===== config.mk =====
export PLATFORM = sky130hd
export DESIGN_NAME = adder_accumulator
export DESIGN_NICKNAME = d
export VERILOG_FILES = /design/src/rtl/adder_accumulator.sv
export SDC_FILE = /design/constraint.sdc
export NUM_CORES = 1
export LEC_CHECK = 0
export CORE_MARGIN = 3
export CORE_UTILIZATION = 42
export DETAILED_ROUTE_END_ITERATION = 8
export PLACE_DENSITY = 0.72
export SLEW_MARGIN = 25
export SYNTH_ARGS = -nofsm -noshare
export SYNTH_HDL_FRONTEND = slang
export SYNTH_SLANG_ARGS = --single-unit

===== constraint.sdc =====
create_clock -name clk -period 2.1 [get_ports clk]
set_clock_uncertainty 0.05 [all_clocks]
set_input_delay 0.315 -clock clk [delete_from_list [all_inputs] [get_ports clk]]
set_output_delay 0.315 -clock clk [all_outputs]
set_load 0.02 [all_outputs]

===== src/rtl/adder_accumulator.sv =====
// ---------------------------------------------------------------------------
// adder_accumulator
//   Streams 5-bit operands into an accumulator through one combinational
//   5-bit adder, then presents the batch sum, operand count and a sticky
//   unsigned-wrap flag over a result handshake.
//
//   state    | meaning
//   ---------+--------------------------------------------------------------
//   ST_ACCUM | accepting operands (in_ready=1), accumulating into acc_q
//   ST_DONE  | holding the batch result (out_valid=1) until out_ready
//
// Ports
//   clk        rising-edge clock
//   rst_n      asynchronous active-low reset
//   in_valid   operand beat valid
//   in_ready   block can accept an operand
//   in_data    5-bit unsigned operand
//   in_last    final operand of the batch (qualified by in_valid)
//   out_valid  batch result valid
//   out_ready  consumer accepts the result
//   out_sum    accumulated sum mod 32
//   out_count  operands accepted in the batch
//   out_wrap   at least one addition wrapped past 31
// ---------------------------------------------------------------------------

// 5-bit combinational adder, sum modulo 32, no carries.
module adder (
    input  logic [4:0] x,
    input  logic [4:0] y,
    output logic [4:0] z
);
    assign z = x + y;
endmodule

module adder_accumulator #(
    parameter int N_OPS = 4
) (
    input  logic       clk,
    input  logic       rst_n,
    input  logic       in_valid,
    output logic       in_ready,
    input  logic [4:0] in_data,
    input  logic       in_last,
    output logic       out_valid,
    input  logic       out_ready,
    output logic [4:0] out_sum,
    output logic [3:0] out_count,
    output logic       out_wrap
);

    localparam logic [3:0] LAST_CNT = 4'(N_OPS - 1);

    typedef enum logic {
        ST_ACCUM = 1'b0,
        ST_DONE  = 1'b1
    } state_t;

    state_t     state_q, state_d;
    logic [4:0] acc_q, acc_d;
    logic [3:0] cnt_q, cnt_d;
    logic       wrap_q, wrap_d;
    logic [4:0] sum_z;

    adder u_adder (
        .x (acc_q),
        .y (in_data),
        .z (sum_z)
    );

    always_ff @(posedge clk or negedge rst_n) begin
        if (!rst_n) begin
            state_q <= ST_ACCUM;
            acc_q   <= '0;
            cnt_q   <= '0;
            wrap_q  <= 1'b0;
        end else begin
            state_q <= state_d;
            acc_q   <= acc_d;
            cnt_q   <= cnt_d;
            wrap_q  <= wrap_d;
        end
    end

    always_comb begin
        state_d = state_q;
        acc_d   = acc_q;
        cnt_d   = cnt_q;
        wrap_d  = wrap_q;
        unique case (state_q)
            ST_ACCUM: begin
                if (in_valid) begin
                    acc_d  = sum_z;
                    cnt_d  = cnt_q + 4'd1;
                    // A mod-32 result smaller than the old accumulator means the add wrapped.
                    wrap_d = wrap_q | (sum_z < acc_q);
                    if (in_last || (cnt_q == LAST_CNT)) begin
                        state_d = ST_DONE;
                    end
                end
            end
            ST_DONE: begin
                if (out_ready) begin
                    acc_d   = '0;
                    cnt_d   = '0;
                    wrap_d  = 1'b0;
                    state_d = ST_ACCUM;
                end
            end
            default: state_d = ST_ACCUM;
        endcase
    end

    // Handshake outputs come straight from the state register: no input-to-output path.
    assign in_ready  = (state_q == ST_ACCUM);
    assign out_valid = (state_q == ST_DONE);
    assign out_sum   = acc_q;
    assign out_count = cnt_q;
    assign out_wrap  = wrap_q;

endmodule


* Yosys cells after proc, flatten, opt, wreduce, memory -nomap -nowiden
Cells that the tools add are included.
Operators by class: add/sub/neg operators 2, magnitude comparators 1, equal/unequal tests 3, muxes and demuxes 13, bitwise gates (word level) 2, reductions and logical operators 2
Operators by type and width (count):
- $mux W5 | 2
- $pmux W5 S2 | 1
- $mux W4 | 2
- $pmux W4 S2 | 1
- $add A5 B5 Y5 | 1
- $lt A5 B5 Y1 | 1
- $mux W1 | 5
- $add A4 B1 Y4 const B | 1
- $eq A4 B2 Y1 const B | 1
- $ne A2 B2 Y1 const B | 2
- $pmux W1 S2 | 2
- $reduce_and A2 Y1 | 1
- $logic_or A1 B1 Y1 | 1
- $not A1 Y1 | 1
- $or A1 B1 Y1 | 1
Storage, ports and cells: register bits 11, input bits 10, output and inout bits 12, logic and storage cells 27

* Logic depth before layout (Yosys ltp)
Gate-level depths: netlist of run 1.
depth after elaboration 5, mapped depth 13, mapped depth without buffers 13

* Hierarchy
From an unflattened synthesis of run 1, not the netlist that was laid out.
Second synthesis, totals: cells, all modules 85, area total of the unflattened synthesis 807.0 sq um
By module, submodules not included:
- adder_accumulator | times used 1, cells an instance 66, area an instance 648.1 sq um, seq. area each 275.3 sq um
- adder | times used 1, cells an instance 19, area an instance 158.9 sq um, seq. area each 0.0 sq um

* Worst setup path before layout of run 1
Ideal clock, no wire load.
path kind register to register, from register acc_q[0], in the netlist out_sum[0], to register wrap_q, in the netlist out_wrap, library setup time 90 ps, data arrival time 2210 ps, data required time 1960 ps, slack -250 ps, stages on the path, launching flop included 14, path buffers 0, clock period less this slack 2350 ps, cells stage by stage dfrtp_1 ha_1 inv_1 fa_1 nand2b_1 a21oi_1 nor2_1 nor2_1 xnor2_1 ha_1 nand2b_1 nor2_1 nor2_1 o221ai_1
Between the ends: cells in the longest elaborated chain, start to end 5
Ends and longest elaborated chain:
- start: declaration | line 59 | logic [4:0] acc_q, acc_d;
- start signal: assignment | line 73 | acc_q <= '0;
- start signal: assignment | line 78 | acc_q <= acc_d;
- $add A5 B5 Y5 | line 32 | assign z = x + y;
- $lt A5 B5 Y1 * | line 95 | wrap_d = wrap_q | (sum_z < acc_q);
- $or A1 B1 Y1 * | line 95
- $mux W1 * | line 91 | if (in_valid) begin
- $pmux W1 S2 * | line 89 | unique case (state_q)
- end signal: assignment | line 80 | wrap_q <= wrap_d;
- end: declaration | line 61 | logic wrap_q, wrap_d;
Every way passes the cells marked *; elsewhere a longest branch is shown, timed or not. The select of a mux whose other input is x is not followed. A chain may end at the register's enable or synchronous reset.

* Final worst setup path of run 1
Same ends and word-level chain as after synthesis.

==> results of run 1 <==
-- per-layer routing --
metal	share of wire	global-route usage	up-vias	routed length, um
li1	-	-	386	-
met1	0.44	0.2099	358	824
met4	0.014	0.08756	0	27
met5	0	0	-	0
met3	0.040	0.03021	4	74
met2	0.50	0.3080	25	942
-- kinds of logic after synthesis --
kind of cell	Yosys count	share of synthesized area
compound gates	22	0.1624
mux	4	0.05048
fa+ha+maj	10	0.1672
xor+xnor	5	0.05520
simple gates	27	0.1499
buf+inv	13	0.06782
flops	11	0.3470
-- cells in the final DEF (no fill, tap or decap), types with 3 or more instances in the layout --
cell type	n
mux2i_1	4
ha_1	7
a21oi_2	3
clkbuf_4	3
nor2_2	4
dfrtp_1	9
nand2_1	8
o21ai_0	10
clkdlybuf4s50_1	19
buf_4	13
xnor2_1	4
nor2_1	7
inv_1	9
-- stage by stage --
stage | hold WS [ps] | utilization | setup slack (ps) | instances
final | 320.6 | 0.6801 | -154.6 | 153
after CTS | 325.1 | 0.6745 | -208.3 | 153
after detailed placement | 492.8 | 0.6447 | -629.6 | 148
after floorplan | -30.59 | - | -80.81 | 92
after global routing | 340.5 | 0.6801 | -322.4 | 153
after global placement | 496.4 | 0.6447 | -592.6 | 148
-- worst max-delay path by stage --
stage	startpoint	endpoint	cells after the start
3_5_place_dp	in_data[0]	out_wrap$_DFFE_PN0P_	14
2_1_floorplan	out_sum[0]$_DFFE_PN0P_	out_wrap$_DFFE_PN0P_	13
6_report	out_sum[0]$_DFFE_PN0P_	out_wrap$_DFFE_PN0P_	13
5_1_grt	out_sum[0]$_DFFE_PN0P_	out_wrap$_DFFE_PN0P_	13
3_3_place_gp	in_data[0]	out_wrap$_DFFE_PN0P_	14
4_1_cts	out_sum[0]$_DFFE_PN0P_	out_wrap$_DFFE_PN0P_	13
-- power groups by stage --
| stage | combinational, mW | clock (mW) | sequential [mW] |
|---|---|---|---|
| floorplan | 0.505 | 0 | 0.491 |
| global placement | 1.01 | 0 | 0.399 |
| detailed placement | 1.04 | 0 | 0.402 |
| CTS | 1.09 | 0.149 | 0.399 |
| global route | 1.24 | 0.160 | 0.420 |
| finish | 1.10 | 0.143 | 0.400 |
-- flip-flops by register name (all words and copies together), names as in the netlist --
| signal | flops |
|---|---|
| out_valid | 1 |
| out_wrap | 1 |
| out_sum | 5 |
| out_count | 4 |
-- repair_timing --
action | in CTS | in global routing
hold endpoints to repair | 0 | 0
hold buffers | 0 | 0
cloned | 0 | 0
setup buffers | 1 | 0
pin swaps | 4 | 6
resized for setup | 7 | 5
endpoints found under the setup margin | 1 | 1
-- area by class of cell --
| cell class | instances | area, um2 |
|---|---|---|
| timing repair buffer | 34 | 309.0 |
| clock inverter | 1 | 5.005 |
| sequential | 11 | 277.8 |
| multi-input combinational | 68 | 513.0 |
| inverter | 11 | 41.29 |
| tap | 25 | 31.28 |
| clock buffer | 3 | 22.52 |
| fill | 163 | 564.3 |
==> results.sh, run 1 <==
export IMPL_worstRegToRegCells=13
export IMPL_path_cells="ha_4, inv_2, fa_2, nand2b_4, a21oi_2, nor2_2, nor2_2, xnor2_1, ha_2, nand2b_4, nor3_2, o21ai_1, o221ai_1"
export IMPL_final_cell_area_um2=1200
export IMPL_fp_dieH_um=49.46
export IMPL_min_path_type="input port to asynchronous set/reset pin"
export IMPL_antenna_found_initial=0
export IMPL_syn_to_final_growth_pct=51.26
export IMPL_overflow=0
export IMPL_post_dp_cell_area_um2=1137
export IMPL_tightest_slew_ps=491.1
export IMPL_rr_endpoint="out_wrap$_DFFE_PN0P_"
export IMPL_end_kind="flip-flop"
export IMPL_vias=773
export IMPL_numPortBuffers=21
export IMPL_die_w_um=49.46
export IMPL_fin_ws_ps=-154.6
export IMPL_path_buf_inv=1
export IMPL_comb_power_share=0.669
export IMPL_yosysTopAreaCellShare=0.3470
export IMPL_critPathArrivalTime_ps=2340
export IMPL_cts_root_buf="clkbuf_4"
export IMPL_ys_types=23
export IMPL_finalPower_mw=1.643
export IMPL_insertion_delay_ps=270
export IMPL_io_pins=22
export IMPL_required_ps=2180
export IMPL_p_sw_mw=0.6968
export IMPL_setup_violations=1
export IMPL_synth_commonest_cells="11 x dfrtp_1, 11 x inv_1, 11 x o21ai_0"
export IMPL_path_class="flip-flop to flip-flop"
export IMPL_numClockSinks=11
export IMPL_status="finished, violations left"
export IMPL_path_clk_slew_ps=70
export IMPL_grt_pass1_vias=825
export IMPL_p_leak_nw=0.5680
export IMPL_ys_flop_type="dfrtp_1"
export IMPL_num_antenna_cells=0
export IMPL_slowest_stage="dfrtp_2"
export IMPL_place_congestion=0.7406
export IMPL_p_sw_frac=0.4242
export IMPL_postSynthAreaPerCell_um2=8.622
export IMPL_drt_iter0_drc=7
export IMPL_slew_headroom=0.6716
export IMPL_synth_area_leader_cell="dfrtp_1"
export IMPL_synth_edf_count=0
export IMPL_final_hold_violation_count=0
export IMPL_initial_core_util=0.4496
export IMPL_synth_seq_cells=11
export IMPL_row_count=15
export IMPL_cts_buffers=3
export IMPL_synth_area_leaders="dfrtp_1 35%, ha_1 14%, o21ai_0 6.9%"
export IMPL_timing_fmax_mhz=443.5
export IMPL_dr_pass1_iters=4
export IMPL_die_area_um2=2446
export IMPL_ir_worst_vdd_mv=0.7607
export IMPL_synthesis_area_um2=793.3
export IMPL_grt_usage=0.1773
export IMPL_max_stage_delay_ps=390
export IMPL_p_clk_frac=0.087
export IMPL_dp_hpwl_um=1425
export IMPL_period_share=1.074
export IMPL_seq_power_share=0.244
export IMPL_syn_nets=112
export IMPL_drt_total_wl_um=1868
export IMPL_power_density_nw_per_um2=1369
export IMPL_grt_max_degree=14
export IMPL_ys_warn_count=0
export IMPL_netlist_instances=92
export IMPL_fin_crit_ps=2255
export IMPL_drc=0
export IMPL_grt_setup_unrepaired="true"
export IMPL_clockBufferDepth=2
export IMPL_tns_ps=-154.6
export IMPL_wl_per_cell_um=12.21
export IMPL_p_int_mw=0.9459
export IMPL_cap_viol_max_count=0
export IMPL_cp_top_family="adder cells"
export IMPL_core_um2=1764
export IMPL_crit_fanout=2
export IMPL_cts_tree="built"
export IMPL_start_kind="flip-flop"
export IMPL_finalMaxSlewViolations=0
export IMPL_vias_per_cell=5.052
export IMPL_htreeDepth=1
export IMPL_drive_above_1_share=0.2656
export IMPL_async_flop_share=1.000
export IMPL_r2r_setup_slack_ps=-150
export IMPL_worst_r2r_startpoint="out_sum[0]$_DFFE_PN0P_"
export IMPL_yosysSeqAreaShare=0.3470
export IMPL_fin_nets=149
export IMPL_grt_first_pass_wirelength_um=3401
export IMPL_violations="setup timing"
export IMPL_ant_nets=0
No activity file was read; power rests on OpenSTA's default activity.
==> inputs of run 2 (changes only) <==
--- a/config.mk
+++ b/config.mk
@@ -8,8 +8,9 @@
 export CORE_MARGIN = 3
 export CORE_UTILIZATION = 42
 export DETAILED_ROUTE_END_ITERATION = 8
-export PLACE_DENSITY = 0.72
+export PLACE_DENSITY = 0.74
 export SLEW_MARGIN = 25
 export SYNTH_ARGS = -nofsm -noshare
 export SYNTH_HDL_FRONTEND = slang
+export SYNTH_HIERARCHICAL = 1
 export SYNTH_SLANG_ARGS = --single-unit
==> results.sh, run 2 <==
export IMPL_status="finished clean"
export IMPL_finalMaxSlewViolations=0
export IMPL_synthesis_area_um2=807.0
export IMPL_async_flop_share=1.000
export IMPL_dp_cells=137
export IMPL_slew_headroom=0.6729
export IMPL_final_util=0.6738
export IMPL_htreeDepth=1
export IMPL_synth_area_leaders="dfrtp_1 34%, ha_1 14%, mux2i_1 6.2%"
export IMPL_p_sw_frac=0.4336
export IMPL_vias_per_cell=4.979
export IMPL_ir_worst_vdd_mv=0.9208
export IMPL_final_cells=143
export IMPL_period_share=0.9713
export IMPL_dp_worst_setup_slack_ps=-402.1
export IMPL_numClockSinks=11
export IMPL_insertion_delay_ps=270
export IMPL_yosysTopAreaCellShare=0.3411
export IMPL_tightest_slew_ps=489.1
export IMPL_drt_total_wl_um=1759
export IMPL_drc=0
export IMPL_cts_root_buf="clkbuf_4"
export IMPL_comb_power_share=0.692
export IMPL_dp_hpwl_um=1339
export IMPL_path_class="flip-flop to flip-flop"
export IMPL_row_count=15
export IMPL_grt_first_pass_wirelength_um=3029
export IMPL_place_congestion=0.7942
export IMPL_drt_iter0_drc=13
export IMPL_required_ps=2210
export IMPL_syn_to_final_growth_pct=47.29
export IMPL_synth_seq_cells=11
export IMPL_cts_buffers=3
export IMPL_crit_fanout=2
export IMPL_cts_tree="built"
export IMPL_p_clk_frac=0.080
export IMPL_dr_pass1_iters=4
export IMPL_critPathArrivalTime_ps=2150
export IMPL_largest_register_ffs=5
export IMPL_ys_types=26
export IMPL_yosysMostFrequentCell="dfrtp_1"
export IMPL_antenna_found_initial=0
export IMPL_path_clk_slew_ps=70
export IMPL_fin_crit_ps=2040
export IMPL_cap_viol_max_count=0
export IMPL_ys_flop_type="dfrtp_1"
export IMPL_end_kind="flip-flop"
export IMPL_io_pins=22
export IMPL_syn_nets=105
export IMPL_setup_violations=0
export IMPL_grt_pass1_vias=711
export IMPL_vias=712
export IMPL_initial_core_util=0.4574
export IMPL_holdWs_ps=322.3
export IMPL_overflow=0
export IMPL_final_common_cell="clkdlybuf4s50_1"
export IMPL_fp_dieH_um=49.84
export IMPL_clockBufferDepth=2
export IMPL_synth_edf_count=0
export IMPL_timing_fmax_mhz=490.3
export IMPL_grt_usage=0.1591
export IMPL_core_um2=1764
export IMPL_die_area_um2=2484
export IMPL_fin_nets=139
export IMPL_p_int_mw=1.014
export IMPL_fin_ws_ps=60.22
export IMPL_p_leak_nw=0.5375
export IMPL_start_kind="flip-flop"
export IMPL_numPortBuffers=21
export IMPL_layout_common_cells="19 x clkdlybuf4s50_1, 10 x nand2_1, 10 x dfrtp_1, 10 x buf_4, 8 x inv_1"
export IMPL_path_cells="ha_4, inv_2, fa_2, nand2b_4, a21oi_4, xnor2_2, ha_2, nand2_1, a21oi_2, a21oi_2"
export IMPL_netlist_instances=85
export IMPL_seq_power_share=0.228
export IMPL_wl_per_cell_um=12.30
export IMPL_drive_above_1_share=0.2542
export IMPL_num_antenna_cells=0
export IMPL_final_hold_violation_count=0
export IMPL_yosysSeqAreaShare=0.3411
export IMPL_p_sw_mw=0.7762
export IMPL_synth_commonest_cells="11 x dfrtp_1, 10 x nand2_1, 9 x ha_1, 9 x inv_1"
export IMPL_max_stage_delay_ps=380
export IMPL_ant_nets=0
export IMPL_die_w_um=49.84
export IMPL_tns_ps=0
export IMPL_slowest_stage="dfrtp_2"
export IMPL_ys_warn_count=6
export IMPL_timing_critical_path_mode_cell="a21oi_2"
export IMPL_synth_area_leader_cell="dfrtp_1"
export IMPL_grt_max_degree=17
export IMPL_power_density_nw_per_um2=1506
export IMPL_min_path_type="input port to asynchronous set/reset pin"
export IMPL_postSynthAreaPerCell_um2=9.494
## run 2: cell count changes in the layout (fill, tap and decap cells not counted), moves of 2 or more
cell and change:
xnor2_2 +2, nand2_1 +2, nand3_1 -2, nor2_1 -4, nor2_2 -3, buf_4 -3
o22ai_1 +2, o21ai_0 -7
## run 2: repair_timing
item / CTS / global route
pin swaps: 7 / 1
endpoints found under the setup margin: 1 / 1
setup buffers: 1 / 1
cloned: 0 / 0
hold buffers: 0 / 0
resized for setup: 11 / 5
## run 2: cell type report
| class | count | area (um2) |
|---|---|---|
| fillers | 154 | 575.6 |
| multi-input cells | 63 | 538.0 |
| repair buffers | 31 | 282.8 |
| flip-flops and latches | 11 | 276.5 |
| inverters | 9 | 33.78 |
| well taps | 25 | 31.28 |
| clock buffers | 4 | 26.28 |
## run 2: worst paths after layout
check / startpoint / end / slack [ps] / cells past startpoint
min: rst_n / out_sum[4]$_DFFE_PN0P_ / 320 / 1
max reg2reg: out_sum[0]$_DFFE_PN0P_ / out_wrap$_DFFE_PN0P_ / 60 / 10
max: out_sum[0]$_DFFE_PN0P_ / out_wrap$_DFFE_PN0P_ / 60 / 10
min reg2reg: out_count[1]$_DFFE_PN0P_ / out_count[1]$_DFFE_PN0P_ / 510 / 2
min in group clk: out_count[1]$_DFFE_PN0P_ / out_count[1]$_DFFE_PN0P_ / 510 / 2
max in group asynchronous: rst_n / out_sum[0]$_DFFE_PN0P_ / 1310 / 1
## run 2: cell families (layout without fill, tap and decap cells)
family,count (synthesis),in the layout,synth area share
mux,5,5,0.06202
xor+xnor,7,7,0.07597
fa+ha+maj,10,10,0.1643
compound gates,20,20,0.1612
buf+inv,11,44,0.06976
flops,11,11,0.3411
simple gates,21,21,0.1256
## run 2: power by group through the flow
stage	combinational [mW]	clock [mW]	sequential, mW
3_3_place_gp	1.03	0	0.406
5_1_grt	1.35	0.160	0.426
6_report	1.24	0.144	0.408
2_1_floorplan	0.550	0	0.512
3_5_place_dp	1.06	0	0.409
4_1_cts	1.17	0.149	0.406
## run 2: stage by stage
stage	total power, mW	cell area (um2)
final	1.790	1189
after global placement	1.440	1087
after detailed placement	1.470	1087
after global routing	1.936	1189
after CTS	1.725	1161
after floorplan	1.062	808.3
## run 2: worst max-delay path, delay by kind of cell (launching register included)
family | cells | cell delay (ps)
fa+ha+maj | 3 | 820
simple gates | 2 | 230
flops | 1 | 380
compound gates | 3 | 320
buf+inv | 1 | 30
xor+xnor | 1 | 90
## run 2: metal layers
metal | wire (um) | global-route usage
met1 | 714 | 0.1803
met2 | 955 | 0.2841
met4 | 14 | 0.04147
met5 | 0 | 0
met3 | 74 | 0.05136
